File: src/rtl/booth_pkg.sv
// booth_pkg: shared state type, Booth pair codes and counter width helper for booth_mult_seq
package booth_pkg;

    typedef enum logic [1:0] {IDLE, CALC, DONE} state_t;

    localparam logic [1:0] BOOTH_NOP = 2'b00;
    localparam logic [1:0] BOOTH_ADD = 2'b01;
    localparam logic [1:0] BOOTH_SUB = 2'b10;

    function automatic int CNT_W(input int width);
        return $clog2(width + 1);
    endfunction

endpackage

File: src/rtl/booth_addsub.sv
// booth_addsub: W-bit combinational adder/subtractor, sub=1 gives x-y
module booth_addsub #(
    parameter int W = 5
) (
    input  logic [W-1:0] x,
    input  logic [W-1:0] y,
    input  logic         sub,
    output logic [W-1:0] s
);

    assign s = sub ? x - y : x + y;

endmodule

File: src/rtl/booth_mult_seq.sv
// booth_mult_seq: sequential radix-2 Booth multiplier with start/done handshake.
// Define BOOTH_ZERO_SKIP_EN to finish immediately when either operand is zero.
module booth_mult_seq
    import booth_pkg::*;
#(
    parameter int WIDTH = 4
) (
    input  logic                 clk,
    input  logic                 rst,
    input  logic                 start,
    input  logic [WIDTH-1:0]     a,
    input  logic [WIDTH-1:0]     b,
    output logic                 busy,
    output logic                 done,
    output logic [2*WIDTH-1:0]   prod
);

    localparam int CW = CNT_W(WIDTH);

    state_t           state, state_nx;
    logic [WIDTH:0]   m, hq, sum, hq_new;
    logic [WIDTH-1:0] q;
    logic             q_1;
    logic [CW-1:0]    cnt;
    logic [1:0]       pair;
    logic             accept, zero, last;

    assign pair   = {q[0], q_1};
    assign accept = start && (state == IDLE || state == DONE);
    assign last   = cnt == CW'(1);

`ifdef BOOTH_ZERO_SKIP_EN
    assign zero = (a == '0) || (b == '0);
`else
    assign zero = 1'b0;
`endif

    booth_addsub #(.W(WIDTH + 1)) u_addsub (
        .x   (hq),
        .y   (m),
        .sub (pair == BOOTH_SUB),
        .s   (sum)
    );

    assign hq_new = (pair == BOOTH_ADD || pair == BOOTH_SUB) ? sum : hq;

    always_ff @(posedge clk or posedge rst) begin
        if (rst) state <= IDLE;
        else     state <= state_nx;
    end

    always_comb begin
        state_nx = IDLE;
        if (accept)              state_nx = zero ? DONE : CALC;
        else if (state == CALC)  state_nx = last ? DONE : CALC;
        busy = state == CALC;
        done = state == DONE;
    end

    // The shifted product is {hq_new, q} >>> 1; its low 2*WIDTH bits drop only q[0].
    always_ff @(posedge clk or posedge rst) begin
        if (rst) begin
            m    <= '0;
            hq   <= '0;
            q    <= '0;
            q_1  <= 1'b0;
            cnt  <= '0;
            prod <= '0;
        end else if (accept) begin
            m    <= {a[WIDTH-1], a};
            q    <= b;
            hq   <= '0;
            q_1  <= 1'b0;
            cnt  <= CW'(WIDTH);
            if (zero) prod <= '0;
        end else if (state == CALC) begin
            hq   <= {hq_new[WIDTH], hq_new[WIDTH:1]};
            q    <= {hq_new[0], q[WIDTH-1:1]};
            q_1  <= q[0];
            cnt  <= cnt - 1'b1;
            if (last) prod <= {hq_new, q[WIDTH-1:1]};
        end
    end

endmodule

File: config.mk
export PLATFORM = sky130hd
export DESIGN_NAME = booth_mult_seq
export DESIGN_NICKNAME = d
export VERILOG_FILES = /design/src/rtl/booth_pkg.sv /design/src/rtl/booth_addsub.sv /design/src/rtl/booth_mult_seq.sv
export SDC_FILE = /design/constraint.sdc
export NUM_CORES = 1
export LEC_CHECK = 0
export ABC_AREA = 0
export BUFFER_PORTS_ARGS = -buffer_cell sky130_fd_sc_hd__buf_2
export CORE_ASPECT_RATIO = 0.8
export CORE_UTILIZATION = 35
export DETAILED_ROUTE_END_ITERATION = 12
export GPL_TIMING_DRIVEN = 1
export RECOVER_POWER = 100
export SLEW_MARGIN = 20
export SYNTH_ARGS = -nofsm -noshare
export SYNTH_HDL_FRONTEND = slang
export SYNTH_SLANG_ARGS = --single-unit
File: constraint.sdc
create_clock -name clk -period 2.7 [get_ports clk]
set_input_delay 0.81 -clock clk [delete_from_list [all_inputs] [get_ports clk]]
set_output_delay 0.81 -clock clk [all_outputs]
set_load 0.03 [all_outputs]
## Word-level counts from Yosys, hierarchy flattened

Index checks and enable logic that the tools add are counted.

- Word-level logic and storage cells: 35
- Register bits after elaboration: 27
- Bits of input ports: 11

- Multiplexer cells: 13
- Add/subtract/negate cells: 3
- Bitwise gates (word level): 1
- Reductions and logical operators: 6
- Equal/unequal tests: 5

Operators by type and width:

| operator | number |
|---|---|
| 5-bit 2-to-1 mux | 4 |
| 4-bit 2-to-1 mux | 2 |
| 2-bit 2-to-1 mux | 3 |
| 3-bit 2-to-1 mux | 2 |
| 5-bit adder | 1 |
| 5-bit subtractor | 1 |
| 2-bit by 1-bit == test with 1-bit output (second input constant) | 2 |
| 2-bit == test (second input constant) | 2 |
| 3-bit by 1-bit == test with 1-bit output (second input constant) | 1 |
| 3-bit AND reduction | 1 |
| 3-bit by 1-bit subtractor with 3-bit output (second input constant) | 1 |
| 2-bit logical NOT | 1 |
| 1-bit logical OR | 2 |
| 1-bit 2-to-1 mux | 2 |
| 2-bit nonzero test | 1 |
| 1-bit logical AND | 1 |
| 1-bit NOT | 1 |

## Depth between registers and ports, before layout

- Word-level depth: 5
- Depth in mapped cells: 10
- Gate-level depth less buffers: 10

## Hierarchy

Synthesis repeated with hierarchy kept, for this count alone.

- Cells, all modules: 129
- Area, all modules: 1397.6 sq um

By module, submodules not included:

| module | instances | cells each | sequential area each (sq um) | area each (sq um) |
|---|---|---|---|---|
| booth_mult_seq | 1 | 101 | 650.6 | 1167.4 |
| booth_addsub | 1 | 28 | 0.0 | 230.2 |

## Least setup slack after synthesis

OpenSTA, ideal clock, no wires.

- Path kind: reg-to-reg
- Start point: reg q_1
- End point: reg hq[3]
- Arrival time: 2210 ps
- Stages on the path, launching flop included: 10
- Slack: 421 ps
- Clock period less this slack: 2279 ps
- Buffers on the path: 0
- Cells stage by stage: dfrtp_1 inv_1 ha_1 mux2_2 fa_1 nand2b_1 a21oi_2 xnor2_1 or4_1 nand3_1

- Word-level cells in the longest chain between the ends: 5
- Elaborated cells between the ends (all ways): 7
- Those cells by class: 2 x eq/ne; 4 x mux; 1 x reduce/logical

RTL lines:

| element | RTL line | source |
|---|---|---|
| from (decl) | booth_mult_seq.sv:23 | `logic q_1;` |
| from (signal assigned) | booth_mult_seq.sv:79 | `q_1 <= q[0];` |
| 2-bit == test or 2-bit by 1-bit == test with 1-bit output (tied branches) | booth_mult_seq.sv:41, booth_mult_seq.sv:45 |  |
| 5-bit 2-to-1 mux or 1-bit logical OR (tied branches) | booth_addsub.sv:11, booth_mult_seq.sv:45 |  |
| 5-bit 2-to-1 mux (*) | booth_mult_seq.sv:45 | `assign hq_new = (pair == BOOTH_ADD \|\| pair == BOOTH_SUB) ? sum : hq;` |
| 5-bit 2-to-1 mux (*) | booth_mult_seq.sv:76 | `end else if (state == CALC) begin` |
| 5-bit 2-to-1 mux (*) | booth_mult_seq.sv:69 | `end else if (accept) begin` |
| to (signal assigned) | booth_mult_seq.sv:77 | `hq <= {hq_new[WIDTH], hq_new[WIDTH:1]};` |
| to (decl) | booth_mult_seq.sv:21 | `logic [WIDTH:0] m, hq, sum, hq_new;` |

Mark *: on every way between the ends. The rest lies on a longest branch, timed or not. The select of a mux whose other input is x is not followed.
A chain may end at the register's enable or synchronous reset.

## Final worst setup path

Same ends and word-level chain as after synthesis.

==> results.md <==
| Group | Result | Value |
| --- | --- | --- |
| outcome | Result of the run | completed |
| placed design | Final GP Congestion | 0.767 |
| worst setup path | Path length in cells of the critical path | 9 |
| layout | Final net count | 194 |
| synthesis | Most common cell in the synthesized netlist | sky130_fd_sc_hd__nand2_1 |
| clock tree | Clock insertion delay at the later pin of the skew report | 0.27 ns |
| worst setup path | Cell depth of the worst flop-to-flop path | 9 |
| clock tree | Number of buffers created by CTS | 3 |
| worst setup path | Kind of critical path | reg -> reg |
| synthesis | Mapped Nets | 170 |
| synthesis | Top FF cell, synth | sky130_fd_sc_hd__dfrtp_1 |
| synthesis | Area fraction in compound gates after synthesis | 0.123 |
| floorplan | Die Footprint | 4130 sq um |
| synthesis | Top area cells in the synthesized netlist | sky130_fd_sc_hd__dfrtp_1 48%, sky130_fd_sc_hd__nand2_1 10%, sky130_fd_sc_hd__ha_1 7.4% |
| sta | Count of endpoints failing hold in the final timing report | 0 |
| worst setup path | Crit path capture type | flop |
| worst setup path | Crit path max fanout | 5 |
| synthesis | Synth Area in XOR/XNOR | 0.0258 |
| detailed routing | Post-Route WL | 2870 microns |
| clock tree | Sinks on Clock Net | 26 |
| global route | Vias in the first global route | 1089 |
| sta | Unrepaired setup endpoints after global routing | false |
| sta | Sum of negative setup slack | 0 ns |
| synthesis | Number of synthesized register bits | 26 |
| worst hold path | Cell depth of the worst hold path | 2 |
| sta | Top achievable clock speed | 0.401 GHz |
| detailed routing | Drc violations | 0 |
| synthesis | Register area share after synthesis | 0.480 |
| sta | Max-slew violation count | 0 |
| synthesis | Arithmetic-cell share of the synthesized area counting full adders, half adders and majority gates | 0.0886 |
| global route | Number of antenna violations at the first check in global routing | 0 |
| detailed routing | First drt pass iteration count | 4 |
| floorplan | Standard cell core area | 3570 sq um |
| worst setup path | CP bufs+invs | 1 |
| worst setup path | Critical path, cell by cell | inv_1, ha_1, mux2_1, fa_1, nand2b_1, a21oi_2, xnor2_1, or4_1, nand3_1 |
| floorplan | Die Width | 71.6 microns |
| worst setup path | Delay-heaviest family, CP | simple AND/OR/NAND/NOR gates |
| detailed routing | Post-detailed-route via-to-cell ratio | 5.04 |
| floorplan | Initial core utilization | 0.380 |
| sta | Transition time of the tightest slew-check pin | 1.42 ns |
| synthesis | Share of the synthesized area in the top cell type | 0.480 |
| placed design | Buffers on Ports | 20 |
| sta | Relative slew margins | 0.0532 |
| global route | First-pass GRT wire length | 5060 microns |
| synthesis | Ys async rst share | 1.00 |
| clock tree | Clock tree from TritonCTS | done |
| clock tree | Post-CTS sizing | 0 |
| worst hold path | Worst hold path type | reg -> reg |
| sta | Ratio of final minimum period to clock period | 0.923 |
| flow run | Max-cap viol count | 0 |
| synthesis | EDFF count, synth | 0 |
| detailed routing | Number of vias in the routed layout | 1078 |
| global route | Maximum number of pins on one net before global-route repair | 27 |
| worst setup path | CP Data Arrival Time | 2.70 ns |
| worst setup path | Critical path data required time | 2.91 ns |
| worst setup path | CP max stage cell | sky130_fd_sc_hd__or4_1 |
| worst setup path | Slowest stage delay, CP | 0.42 ns |
| global route | GR Overflow Total | 0 |
| synthesis | Dominant combinational cell family by area after synthesis | simple AND/OR/NAND/NOR gates |
| clock tree | Hold-fix buffers, CTS | 0 |
| sta | Final setup violation count | 0 |
| clock tree | Max Buffers Root-to-Sink | 2 |
| floorplan | Overall die height | 57.7 microns |
| synthesis | Count of different cell masters after synthesis | 30 |
| floorplan | I/O Pins | 21 |
| synthesis | Average cell area after synthesis | 9.04 sq um |
| layout | Diode count | 0 |
| sta | Fin crit period | 2.49 ns |
| synthesis | Number of warning messages in the yosys log | 0 |
| placed design | DP HPWL | 2190 microns |
| synthesis | Number of cells produced by synthesis | 150 |
| worst setup path | Critical Path Source Type | flop |
| synthesis | Commonest cells in the synthesized netlist | 37 x sky130_fd_sc_hd__nand2_1, 26 x sky130_fd_sc_hd__dfrtp_1, 13 x sky130_fd_sc_hd__inv_1, 9 x sky130_fd_sc_hd__o21ai_0, 8 x sky130_fd_sc_hd__ha_1 |
| synthesis | Area leader, netlist | sky130_fd_sc_hd__dfrtp_1 |
| sta | Worst hold slack | 0.479 ns |
| clock tree | Post-CTS clock slew at the launch and capture registers of the worst setup and hold paths | 0.09 ns |
| synthesis | Area of the mapped netlist | 1360 sq um |
| clock tree | H-tree levels | 1 |
| detailed routing | Post-DRT Antenna Nets | 0 |
| global route | Overall fraction of global-route tracks in use | 0.160 |
| layout | Fill cell total of the finished layout | 370 |
| detailed routing | Avg WL per Cell | 13.4 microns |
| floorplan | Count of standard-cell rows | 19 |
| layout | Core occupancy in the finished layout | 0.429 |
| layout | Share of final-layout standard cells stronger than drive strength 1 | 0.0872 |
| synthesis | Portion of netlist area occupied by mux cells | 0.0323 |
| detailed routing | Detailed Route Iter0 Violations | 33 |
| clock tree | Setup bufs post-CTS | 0 |
| sta | Final worst clock skew | 0.00413 ns |
| layout | Growth of design area from synthesis to finish | 12.8% |
| clock tree | Root buf cell | sky130_fd_sc_hd__clkbuf_8 |
| synthesis | Post-synthesis share of cell area spent on and, or, nand and nor gates | 0.198 |
[final timing paths]
check	endpoint	slack, ns	from
hold / removal	prod[2]$_DFFE_PP0P_	0.48	prod[2]$_DFFE_PP0P_
setup / recovery	hq[3]$_DFFE_PP0P_	0.21	q_1$_DFFE_PP0P_
hold reg to reg	prod[2]$_DFFE_PP0P_	0.48	prod[2]$_DFFE_PP0P_
setup reg to reg	hq[3]$_DFFE_PP0P_	0.21	q_1$_DFFE_PP0P_
min in group asynchronous	prod[4]$_DFFE_PP0P_	1.01	rst
max in group asynchronous	cnt[0]$_DFFE_PP0P_	0.86	rst
[per-layer routing]
metal	GRT usage	part of all wire	up-vias
met5	0	0	-
met4	0.0252	0.0056	0
met3	0.0417	0.043	2
met2	0.260	0.46	20
met1	0.221	0.50	519
li1	-	-	537
[state kept, by name (all words and copies together) (netlist names)]
name	cells
cnt	3
hq	4
m	4
prod	8
q	4
q_1	1
state	2
[cells in the final DEF (no fill, tap or decap)]
| cell type | synthesis | routed |
|---|---|---|
| sky130_fd_sc_hd__a21oi_2 | 2 | 2 |
| sky130_fd_sc_hd__fa_1 | 1 | 1 |
| sky130_fd_sc_hd__inv_1 | 13 | 14 |
| sky130_fd_sc_hd__a31oi_1 | 1 | 1 |
| sky130_fd_sc_hd__buf_4 | 0 | 1 |
| sky130_fd_sc_hd__nand2b_1 | 4 | 4 |
| sky130_fd_sc_hd__o31a_1 | 1 | 1 |
| sky130_fd_sc_hd__a21oi_1 | 3 | 3 |
| sky130_fd_sc_hd__o21ai_1 | 7 | 3 |
| sky130_fd_sc_hd__mux2i_1 | 1 | 1 |
| sky130_fd_sc_hd__xor2_1 | 1 | 1 |
| sky130_fd_sc_hd__and3_1 | 3 | 3 |
| sky130_fd_sc_hd__xnor2_1 | 3 | 3 |
| sky130_fd_sc_hd__o211ai_1 | 1 | 1 |
| sky130_fd_sc_hd__nor2b_1 | 4 | 4 |
| sky130_fd_sc_hd__clkbuf_1 | 1 | 13 |
| sky130_fd_sc_hd__a22o_1 | 1 | 1 |
| sky130_fd_sc_hd__nand3_1 | 1 | 1 |
| sky130_fd_sc_hd__nand2_1 | 37 | 37 |
| sky130_fd_sc_hd__o21ai_0 | 9 | 13 |
| sky130_fd_sc_hd__buf_2 | 3 | 9 |
| sky130_fd_sc_hd__dfrtp_1 | 26 | 26 |
| sky130_fd_sc_hd__and2_1 | 1 | 1 |
| sky130_fd_sc_hd__clkbuf_8 | 0 | 3 |
| sky130_fd_sc_hd__mux2_1 | 0 | 3 |
| sky130_fd_sc_hd__nor3_1 | 2 | 2 |
| sky130_fd_sc_hd__ha_1 | 8 | 8 |
| sky130_fd_sc_hd__nor2_1 | 7 | 8 |
| sky130_fd_sc_hd__a22oi_1 | 3 | 3 |
| sky130_fd_sc_hd__or4_1 | 1 | 1 |
[area by class of cell]
type / count / area (sq um) / area share
Tap cell: 42 / 52.6 / 0.0343
Multi-Input combinational cell: 106 / 632 / 0.413
Timing Repair Buffer: 23 / 101 / 0.0662
Sequential cell: 26 / 651 / 0.425
Clock buffer: 3 / 41.3 / 0.0270
Inverter: 14 / 52.6 / 0.0343
[through the flow]
step                      cell area, sq um  worst slack (ns)  cells
after floorplan                       1360             0.421    150
after global placement                1510             0.347    211
after detailed placement              1510             0.284    211
after CTS                             1550             0.239    214
after global routing                  1530            0.0550    214
final                                 1530             0.209    214
[worst reg2reg max path, delay by kind of cell, from the launching register on]
family                     cells  cell delay (ns)
and+or+nand+nor                3             0.69
adders and majority gates      2             0.64
DFF                            1             0.40
muxes                          1             0.39
AOI/OAI and AO/OA              1             0.13
xor gates and xnor gates       1             0.13
buffers and inverters          1             0.06
[kinds of logic (layout without fill, tap and decap cells)]
| logic type | count (synthesis) | after routing |
|---|---|---|
| adder cells (fa/ha/maj) | 9 | 9 |
| buffers and inverters | 18 | 40 |
| AO/OA/AOI/OAI | 28 | 28 |
| flip-flops | 26 | 26 |
| XOR/XNOR | 4 | 4 |
| AND/OR/NAND/NOR | 61 | 61 |
| multiplexers | 4 | 4 |
Power is not shown: default switching activity piles up to over one toggle a cycle in this logic, so the estimate is an artifact.
